===== src/rtl/fsm_output.sv =====
// Presents a captured 64-bit result block as eleven 6-bit chunks, stepped by a
// filtered push-button, with the chunk index shown on an active-low 7-seg digit.
module fsm_output #(
  parameter int BLOCK_W = 64,
  parameter int CHUNK_W = 6,
  parameter int NCHUNK  = 11,
  parameter int DEB_LEN = 3
) (
  input  logic               clk,
  input  logic               rst,
  input  logic               load,
  input  logic [BLOCK_W-1:0] block,
  input  logic               btn,
  output logic [CHUNK_W-1:0] chunk,
  output logic [3:0]         idx,
  output logic               valid,
  output logic               done,
  output logic [6:0]         seven
);

  localparam logic [3:0] LAST = 4'(NCHUNK - 1);
  localparam logic [6:0] BLANK = 7'b1111111;

  typedef enum logic [1:0] {IDLE, SHOW, DONE} state_t;

  state_t             state, state_n;
  logic [BLOCK_W-1:0] captured, captured_n;
  logic [CHUNK_W-1:0] chunk_n;
  logic [3:0]         idx_n;
  logic               valid_n, done_n;
  logic [6:0]         seven_n;
  logic [DEB_LEN-1:0] sr;
  logic               lvl, lvl_d, step;

  // Shifting right leaves the top chunk zero-extended, which is exactly the
  // residual-bits rule for the last chunk.
  function automatic logic [CHUNK_W-1:0] chunk_of(input logic [BLOCK_W-1:0] blk,
                                                  input logic [3:0] k);
    logic [BLOCK_W-1:0] sh;
    sh = blk >> (int'(k) * CHUNK_W);
    return sh[CHUNK_W-1:0];
  endfunction

  function automatic logic [6:0] seg(input logic [3:0] v);
    case (v)
      4'd0:    seg = 7'b0000001;
      4'd1:    seg = 7'b1001111;
      4'd2:    seg = 7'b0010010;
      4'd3:    seg = 7'b0000110;
      4'd4:    seg = 7'b1001100;
      4'd5:    seg = 7'b0100100;
      4'd6:    seg = 7'b0100000;
      4'd7:    seg = 7'b0001111;
      4'd8:    seg = 7'b0000000;
      4'd9:    seg = 7'b0000100;
      4'd10:   seg = 7'b0001000;
      default: seg = BLANK;
    endcase
  endfunction

  // A press registers only after DEB_LEN consecutive high samples; the edge
  // detect on the filtered level turns a held button into a single step.
  assign lvl  = &sr;
  assign step = lvl & ~lvl_d;

  always_ff @(posedge clk or posedge rst) begin
    if (rst) begin
      state    <= IDLE;
      captured <= '0;
      chunk    <= '0;
      idx      <= '0;
      valid    <= 1'b0;
      done     <= 1'b0;
      seven    <= BLANK;
      sr       <= '0;
      lvl_d    <= 1'b0;
    end else begin
      state    <= state_n;
      captured <= captured_n;
      chunk    <= chunk_n;
      idx      <= idx_n;
      valid    <= valid_n;
      done     <= done_n;
      seven    <= seven_n;
      sr       <= {sr[DEB_LEN-2:0], btn};
      lvl_d    <= lvl;
    end
  end

  always_comb begin
    state_n    = state;
    captured_n = captured;
    chunk_n    = chunk;
    idx_n      = idx;
    valid_n    = valid;
    done_n     = done;
    if (load) begin
      state_n    = SHOW;
      captured_n = block;
      idx_n      = '0;
      chunk_n    = chunk_of(block, 4'd0);
      valid_n    = 1'b1;
      done_n     = 1'b0;
    end else begin
      case (state)
        SHOW: begin
          if (step) begin
            if (idx < LAST) begin
              idx_n   = idx + 4'd1;
              chunk_n = chunk_of(captured, idx + 4'd1);
            end else begin
              state_n = DONE;
              valid_n = 1'b0;
              done_n  = 1'b1;
            end
          end
        end
        default: ;
      endcase
    end
    // Decode from the next index so the digit changes on the same edge.
    seven_n = valid_n ? seg(idx_n) : BLANK;
  end

endmodule


===== config.mk =====
export PLATFORM = sky130hd
export DESIGN_NAME = fsm_output
export DESIGN_NICKNAME = d
export VERILOG_FILES = /design/src/rtl/fsm_output.sv
export SDC_FILE = /design/constraint.sdc
export NUM_CORES = 1
export LEC_CHECK = 0
export ABC_AREA = 1
export BUFFER_PORTS_ARGS = -buffer_cell sky130_fd_sc_hd__buf_4
export CAP_MARGIN = 20
export CORE_MARGIN = 3
export CORE_UTILIZATION = 35
export CTS_CLUSTER_SIZE = 28
export DETAILED_ROUTE_END_ITERATION = 12
export HOLD_SLACK_MARGIN = 0.06
export SETUP_SLACK_MARGIN = 0.4
export SLEW_MARGIN = 20
export SYNTH_ARGS = -nofsm -noshare
export SYNTH_HDL_FRONTEND = slang
export SYNTH_SLANG_ARGS = --single-unit

===== constraint.sdc =====
create_clock -name clk -period 2.99 [get_ports clk]
set_input_delay 0.299 -clock clk [delete_from_list [all_inputs] [get_ports clk]]
set_output_delay 0.299 -clock clk [all_outputs]
set_load 0.005 [all_outputs]

==> results of run 1 <==
[worst min path at each step]
stage                         start                        to  slack [ns]
detailed placement  sr[0]$_DFF_PP0_           sr[1]$_DFF_PP0_        0.36
global placement    sr[1]$_DFF_PP0_           sr[2]$_DFF_PP0_        0.36
finish                          rst  captured[37]$_DFFE_PP0P_        0.07
floorplan                       btn           sr[0]$_DFF_PP0_        0.33
global route                    rst  captured[16]$_DFFE_PP0P_        0.12
CTS                             btn           sr[0]$_DFF_PP0_        0.07
[metrics by stage]
| stage | total power [µW] | setup WS, ns | util | cells |
|---|---|---|---|---|
| after floorplan | 1610 | 0.424 | - | 529 |
| after global placement | 1790 | 0.717 | 0.432 | 741 |
| after detailed placement | 1810 | 0.588 | 0.432 | 741 |
| after CTS | 2950 | 0.552 | 0.458 | 757 |
| after global routing | 3080 | 0.471 | 0.460 | 758 |
| final | 2930 | 0.697 | 0.460 | 758 |
[layout make-up]
cell class                      instances  area, µm²
Fill cell                            1170       6300
Sequential cell                        88       2210
Multi-Input combinational cell        341       1650
Timing Repair Buffer                   94        721
Inverter                               76        290
Clock buffer                           12        256
Tap cell                              143        179
Clock inverter                          4       51.3
[state kept, by name (all words and copies together) (netlist names)]
name      cells
captured     64
seven         7
chunk         6
idx           4
sr            3
done          1
lvl_d         1
state         1
valid         1
[logic make-up after synthesis]
kind of cell               after synthesis
xor gates and xnor gates                 3
DFF                                     88
adders and majority gates                6
buffers and inverters                  100
AOI/OAI and AO/OA                       86
and+or+nand+nor                        246
[routing by layer]
| metal | part of all wire | up-vias | routed length [µm] | GRT usage |
|---|---|---|---|---|
| met3 | 0.055 | 11 | 570 | 0.0321 |
| met2 | 0.45 | 86 | 4740 | 0.249 |
| met4 | 0.013 | 0 | 136 | 0.0433 |
| met5 | 0 | - | 0 | 0 |
| met1 | 0.48 | 1699 | 4970 | 0.236 |
| li1 | - | 1818 | - | - |
[what timing repair did]
action | CTS | global route
setup endpoints to repair | 0 | 5
hold buffers | 0 | 1
resized for setup | 0 | 1
endpoints found under the hold margin | 0 | 1
[power by group]
group | internal, µW | switching, µW | leakage (µW)
Combinational | 188 | 259 | 0.00157
Sequential | 1300 | 38.1 | 0.00105
Clock | 695 | 457 | 0.000149
Total | 2180 | 754 | 0.00277
[synthesized netlist by cell type]
master    number  share of area
buf_6          1         0.0026
clkinv_1       1        0.00088
dfrtp_1       81           0.48
ha_1           6          0.018
nand3_1       46          0.054
nand2_2        2         0.0029
nand2_1      170           0.15
a21oi_1       11          0.013
nor2_2         1         0.0015
xnor2_4        1         0.0065
nor2_1        15          0.013
nand3_2        2         0.0047
a21oi_2        5          0.010
xor2_2         1         0.0038
inv_1         73          0.064
clkbuf_1      18          0.016
o22ai_1        4         0.0059
nor2_4         2         0.0053
o211ai_1       4         0.0071
inv_2          2         0.0018
xor2_1         1         0.0021
buf_4          1         0.0018
nand4_1        6         0.0088
buf_2          4         0.0047
o21ai_1        1         0.0012
o21ai_0       61          0.072
nand3_4        2         0.0082
dfstp_2        7          0.043
[worst register-to-register path, stage by stage, from the launching register on]
cell        delay (ns)
dfrtp_1           0.45
ha_1              0.37
clkinvlp_4        0.31
nand4_1           0.21
nand3_1           0.21
inv_1             0.17
ha_1              0.18
nand4_1           0.12
nand2_1           0.09
nand2_1           0.05
nand2_1           0.08
==> flow_metrics.py, run 1 <==
metrics = {
    "status": {
        "status": "complete, no violations",
    },
    "clocking": {
        "cts_tree": "done",
        "cts_buffer_depth": 2,
        "clk-insertion-delay-late_ns": 0.34,
        "htreeDepth": 3,
        "cts_made_buffers": 9,
        "clk_pin_slew_worst_paths_ns": 0.06,
        "clock_sinks": 88,
        "cts-root-buf": "clkbuf_16",
        "post-cts-setup-buffers": 0,
    },
    "synth": {
        "avgSynthCellArea_um2": 8.04,
        "synth-xor-area-share": 0.0124,
        "yosysWarnings": 0,
        "synth-simple-area-share": 0.249,
        "synthAdderAreaFrac": 0.0177,
        "synth_compound_area_frac": 0.109,
        "synth.cell_area_um2": 4250,
        "ys_types": 28,
        "syn_inst": 529,
        "synth.yosys.seq_area_share": 0.520,
        "synth_top_family_by_area": "simple AND/OR/NAND/NOR gates",
        "muxShareOfSynthArea": 0,
        "synth_seq_cells": 88,
        "syn-num-nets": 603,
    },
    "sta": {
        "fin_hold_ws_ns": 0.0675,
        "maxSlewHeadroom": 0.513,
        "post-route-period-util": 0.767,
        "setup_violations": 0,
        "max_freq_mhz": 436,
        "fin_crit_ns": 2.29,
        "hold_violations": 0,
        "clock_skew_ns": 0.0115,
        "slew_violations": 0,
        "timing.setup.tns_ns": 0,
        "rsz0062_at_grt": "no",
        "tightest_slew_ns": 0.730,
    },
    "pwr": {
        "power_density_nw_per_um2": 547,
        "p_leak_uw": 0.00277,
        "ir_drop_mv": 0.258,
    },
    "worst_setup_path": {
        "crit_fanout": 19,
        "r2r_start": "idx[1]$_DFF_PP0_",
        "critical_path_class": "register to register",
        "critPathArrivalTime_ns": 2.56,
        "cp_cell_sequence": "ha_1, clkinvlp_4, nand4_1, nand3_1, inv_1, ha_1, nand4_1, nand2_1, nand2_1, nand2_1",
        "slowest_delay_ns": 0.45,
        "r2r_end": "seven[0]$_DFF_PP1_",
        "r2r.worst_path.cells": 10,
        "critPathBufInv": 2,
        "worstSetupPathDepth": 10,
        "endpoint": "seven[0]$_DFF_PP1_",
        "startpoint_type": "register",
        "startpoint": "idx[1]$_DFF_PP0_",
        "critPathRequiredTime_ns": 3.26,
        "crit_top_cell": "nand2_1",
        "r2r_setup_slack_ns": 0.70,
        "critical-path-top-delay-family": "simple AND/OR/NAND/NOR gates",
        "cp-end-kind": "register",
        "cp_slowest_cell": "dfrtp_1",
    },
    "routing": {
        "wirelength_um": 10400,
        "vias": 3614,
        "drtAntennaViolNets": 0,
        "dr.pass1.iters": 4,
        "vias_per_cell": 4.77,
        "wire_per_inst_um": 13.7,
        "drc": 0,
        "detailedRoute.firstIterationViolations": 223,
    },
    "finish": {
        "most-common-layout-cells": "170 x nand2_1, 92 x buf_4, 81 x dfrtp_1, 72 x inv_1, 61 x o21ai_0",
        "layout-drive-gt1-share": 0.220,
        "fin_area_um2": 5360,
        "n_antenna_cell": 0,
        "area_delta_synth_final_pct": 26.0,
        "layout.nets": 684,
        "layout_commonest_cell": "nand2_1",
    },
    "placed_design": {
        "numPortBuffers": 86,
        "dpl-instance-area_um2": 5040,
        "hpwl_um": 7670,
        "gp_congestion": 0.876,
    },
    "floorplanning": {
        "die_width_um": 116,
        "die-area_um2": 13500,
        "ios": 87,
        "initial_utilization": 0.365,
        "die_y_um": 116,
        "num_rows": 39,
        "coreArea_um2": 11700,
    },
    "global_route": {
        "antenna_found_initial": 0,
        "grt_max_degree": 54,
        "grt_pass1_vias": 3666,
        "gr-usage-all-layers": 0.162,
        "overflow": 0,
        "grt_first_pass_wirelength_um": 17500,
    },
    "run": {
        "drv_cap": 0,
    },
    "worst_hold_path": {
        "worst_hold_path_type": "input port to asynchronous set/reset pin",
    },
}
Power figures use the tool's default switching activity.
==> inputs of run 2 (changes only) <==
==> constraint.sdc (replaced) <==
create_clock -name clk -period 2.3 [get_ports clk]
set_input_delay 0.23 -clock clk [delete_from_list [all_inputs] [get_ports clk]]
set_output_delay 0.23 -clock clk [all_outputs]
set_load 0.005 [all_outputs]
==> run 2 against run 1 <==
  * Clock skew is 0.0052 ns lower
  * Core utilization rose by 1.8 points
  * Flip-flop and latch count unchanged
  * Highest routed layer unchanged
  * Global-route usage about the same
  * Hold slack gained 0.020 ns
  * Critical endpoint is now seven[3]$_DFF_PP1_
==> flow_metrics.py, run 2 (synthesis results as in run 1) <==
metrics = {
    "finish": {
        "regMostFlops": "captured",
        "largest_reg_flops": 64,
        "layout_commonest_cell": "nand2_1",
        "n_antenna_cell": 0,
        "postLayoutCoreUtil": 0.478,
        "reg_top3": "captured (64), seven (7), chunk (6)",
        "fin_cells": 772,
        "layout-drive-gt1-share": 0.250,
        "layout.nets": 698,
        "nFillCells": 1130,
        "most-common-layout-cells": "170 x nand2_1, 103 x buf_4, 79 x dfrtp_1, 68 x inv_1, 60 x o21ai_0",
        "area_delta_synth_final_pct": 31.0,
    },
    "routing": {
        "vias": 3629,
        "detailedRoute.firstIterationViolations": 172,
        "dr.pass1.iters": 5,
        "wire_per_inst_um": 13.7,
        "wirelength_um": 10600,
        "drc": 0,
        "vias_per_cell": 4.70,
        "drtAntennaViolNets": 0,
    },
    "clocking": {
        "clk_pin_slew_worst_paths_ns": 0.06,
        "cts_tree": "done",
        "clock_sinks": 88,
        "cts-root-buf": "clkbuf_16",
        "htreeDepth": 3,
        "clk-insertion-delay-late_ns": 0.34,
        "cts_buffer_depth": 2,
        "cts_made_buffers": 9,
    },
    "sta": {
        "max_freq_mhz": 544,
        "rsz0062_at_grt": "yes",
        "setup_violations": 0,
        "maxSlewHeadroom": 0.532,
        "slew_violations": 0,
        "hold_violations": 0,
        "clock_skew_ns": 0.00629,
        "fin_crit_ns": 1.84,
        "tightest_slew_ns": 0.702,
        "post-route-period-util": 0.799,
        "timing.setup.tns_ns": 0,
        "fin_ws_ns": 0.463,
    },
    "floorplanning": {
        "coreArea_um2": 11700,
        "die_y_um": 116,
        "die_width_um": 116,
        "ios": 87,
        "die-area_um2": 13500,
        "num_rows": 39,
        "initial_utilization": 0.365,
    },
    "worst_setup_path": {
        "critPathRequiredTime_ns": 2.57,
        "cp_cell_sequence": "o21ai_4, nand3_4, inv_4, nor2_1, nor2_2, inv_2, ha_1, nand4_1, nand3_1, nand2_1",
        "slowest_delay_ns": 0.47,
        "cp_slowest_cell": "dfrtp_2",
        "crit_fanout": 5,
        "r2r_start": "idx[1]$_DFF_PP0_",
        "startpoint_type": "register",
        "cp-end-kind": "register",
        "r2r_setup_slack_ns": 0.46,
        "critical-path-top-delay-family": "simple AND/OR/NAND/NOR gates",
        "critPathBufInv": 2,
        "r2r_end": "seven[3]$_DFF_PP1_",
        "r2r.worst_path.cells": 10,
        "critPathArrivalTime_ns": 2.10,
        "critical_path_class": "register to register",
    },
    "placed_design": {
        "gp_congestion": 0.839,
        "dp_slack_ns": 0.210,
        "numPortBuffers": 86,
        "dpl.cell_count": 744,
        "hpwl_um": 7730,
    },
    "global_route": {
        "grt_pass1_vias": 3558,
        "antenna_found_initial": 0,
        "gr-usage-all-layers": 0.163,
        "grt_first_pass_wirelength_um": 17200,
        "grt_max_degree": 83,
        "overflow": 0,
    },
    "pwr": {
        "ir_drop_mv": 0.359,
        "power_density_nw_per_um2": 702,
        "p_leak_uw": 0.00284,
    },
    "run": {
        "drv_cap": 0,
    },
    "worst_hold_path": {
        "min_to": "captured[39]$_DFFE_PP0P_",
        "worst_hold_path_type": "input port to register",
        "hold_start": "block[39]",
        "min_delay_path_depth": 3,
    },
    "status": {
        "status": "complete, no violations",
    },
}
==> run 2: cell count changes in the layout (fill, tap and decap cells not counted), sizes merged <==
cell         change
buf             +12
bufinv           +1
clkinvlp         +1
dlygate4sd3      +1
inv              -1
==> run 2: layout make-up <==
| class | count | area, µm² | area share |
|---|---|---|---|
| clock buffer | 11 | 243 | 0.0436 |
| clock inverter | 5 | 80.1 | 0.0144 |
| inverter | 76 | 294 | 0.0528 |
| multi-input combinational | 341 | 1700 | 0.306 |
| sequential | 88 | 2210 | 0.397 |
| tap | 143 | 179 | 0.0321 |
| timing repair buffer | 108 | 858 | 0.154 |
==> run 2: what timing repair did <==
item / CTS / global route
setup endpoints to repair: 7 / 13
setup buffers: 2 / 7
hold buffers: 2 / 0
gates resized for setup: 8 / 11
pin swaps: 2 / 6
gates cloned: 0 / 1
endpoints found under the hold margin: 29 / 0
==> run 2: routing by layer <==
layer,routed length (µm),share of wire,GRT usage
met1,5060,0.48,0.229
met2,4910,0.46,0.253
met3,488,0.046,0.0321
met4,138,0.013,0.0534
met5,0,0,0
==> run 2: where the power goes <==
group,total [µW],internal (µW),switching [µW]
sequential,1730,1690,49.4
combinational,612,266,346
clock,1560,979,584
==> run 2: how the worst max path moves through the flow <==
stage                      from  slack (ns)  cells after the start                 end
2_1_floorplan  idx[0]$_DFF_PP0_        0.40                     10  seven[0]$_DFF_PP1_
3_3_place_gp    sr[0]$_DFF_PP0_        0.32                     11  seven[3]$_DFF_PP1_
3_5_place_dp    sr[0]$_DFF_PP0_        0.21                     11  seven[3]$_DFF_PP1_
4_1_cts        idx[1]$_DFF_PP0_        0.40                     10  seven[3]$_DFF_PP1_
5_1_grt        done$_DFFE_PP0P_        0.39                     12  seven[3]$_DFF_PP1_
6_report       idx[1]$_DFF_PP0_        0.46                     10  seven[3]$_DFF_PP1_
==> run 2: tightest hold or removal path, delay by kind of cell <==
family	cells	cell delay [ns]
AO/OA/AOI/OAI	1	0.05
buffers and inverters	1	0.08
AND/OR/NAND/NOR	1	0.04
==> run 2: stage by stage <==
step / area, µm² / hold slack [ns] / total power (µW)
after global placement: 5060 / 0.341 / 2340
final: 5570 / 0.0875 / 3910
after CTS: 5450 / 0.0825 / 3940
after floorplan: 4260 / 0.261 / 2100
after global routing: 5570 / 0.0942 / 4110
after detailed placement: 5060 / 0.341 / 2350
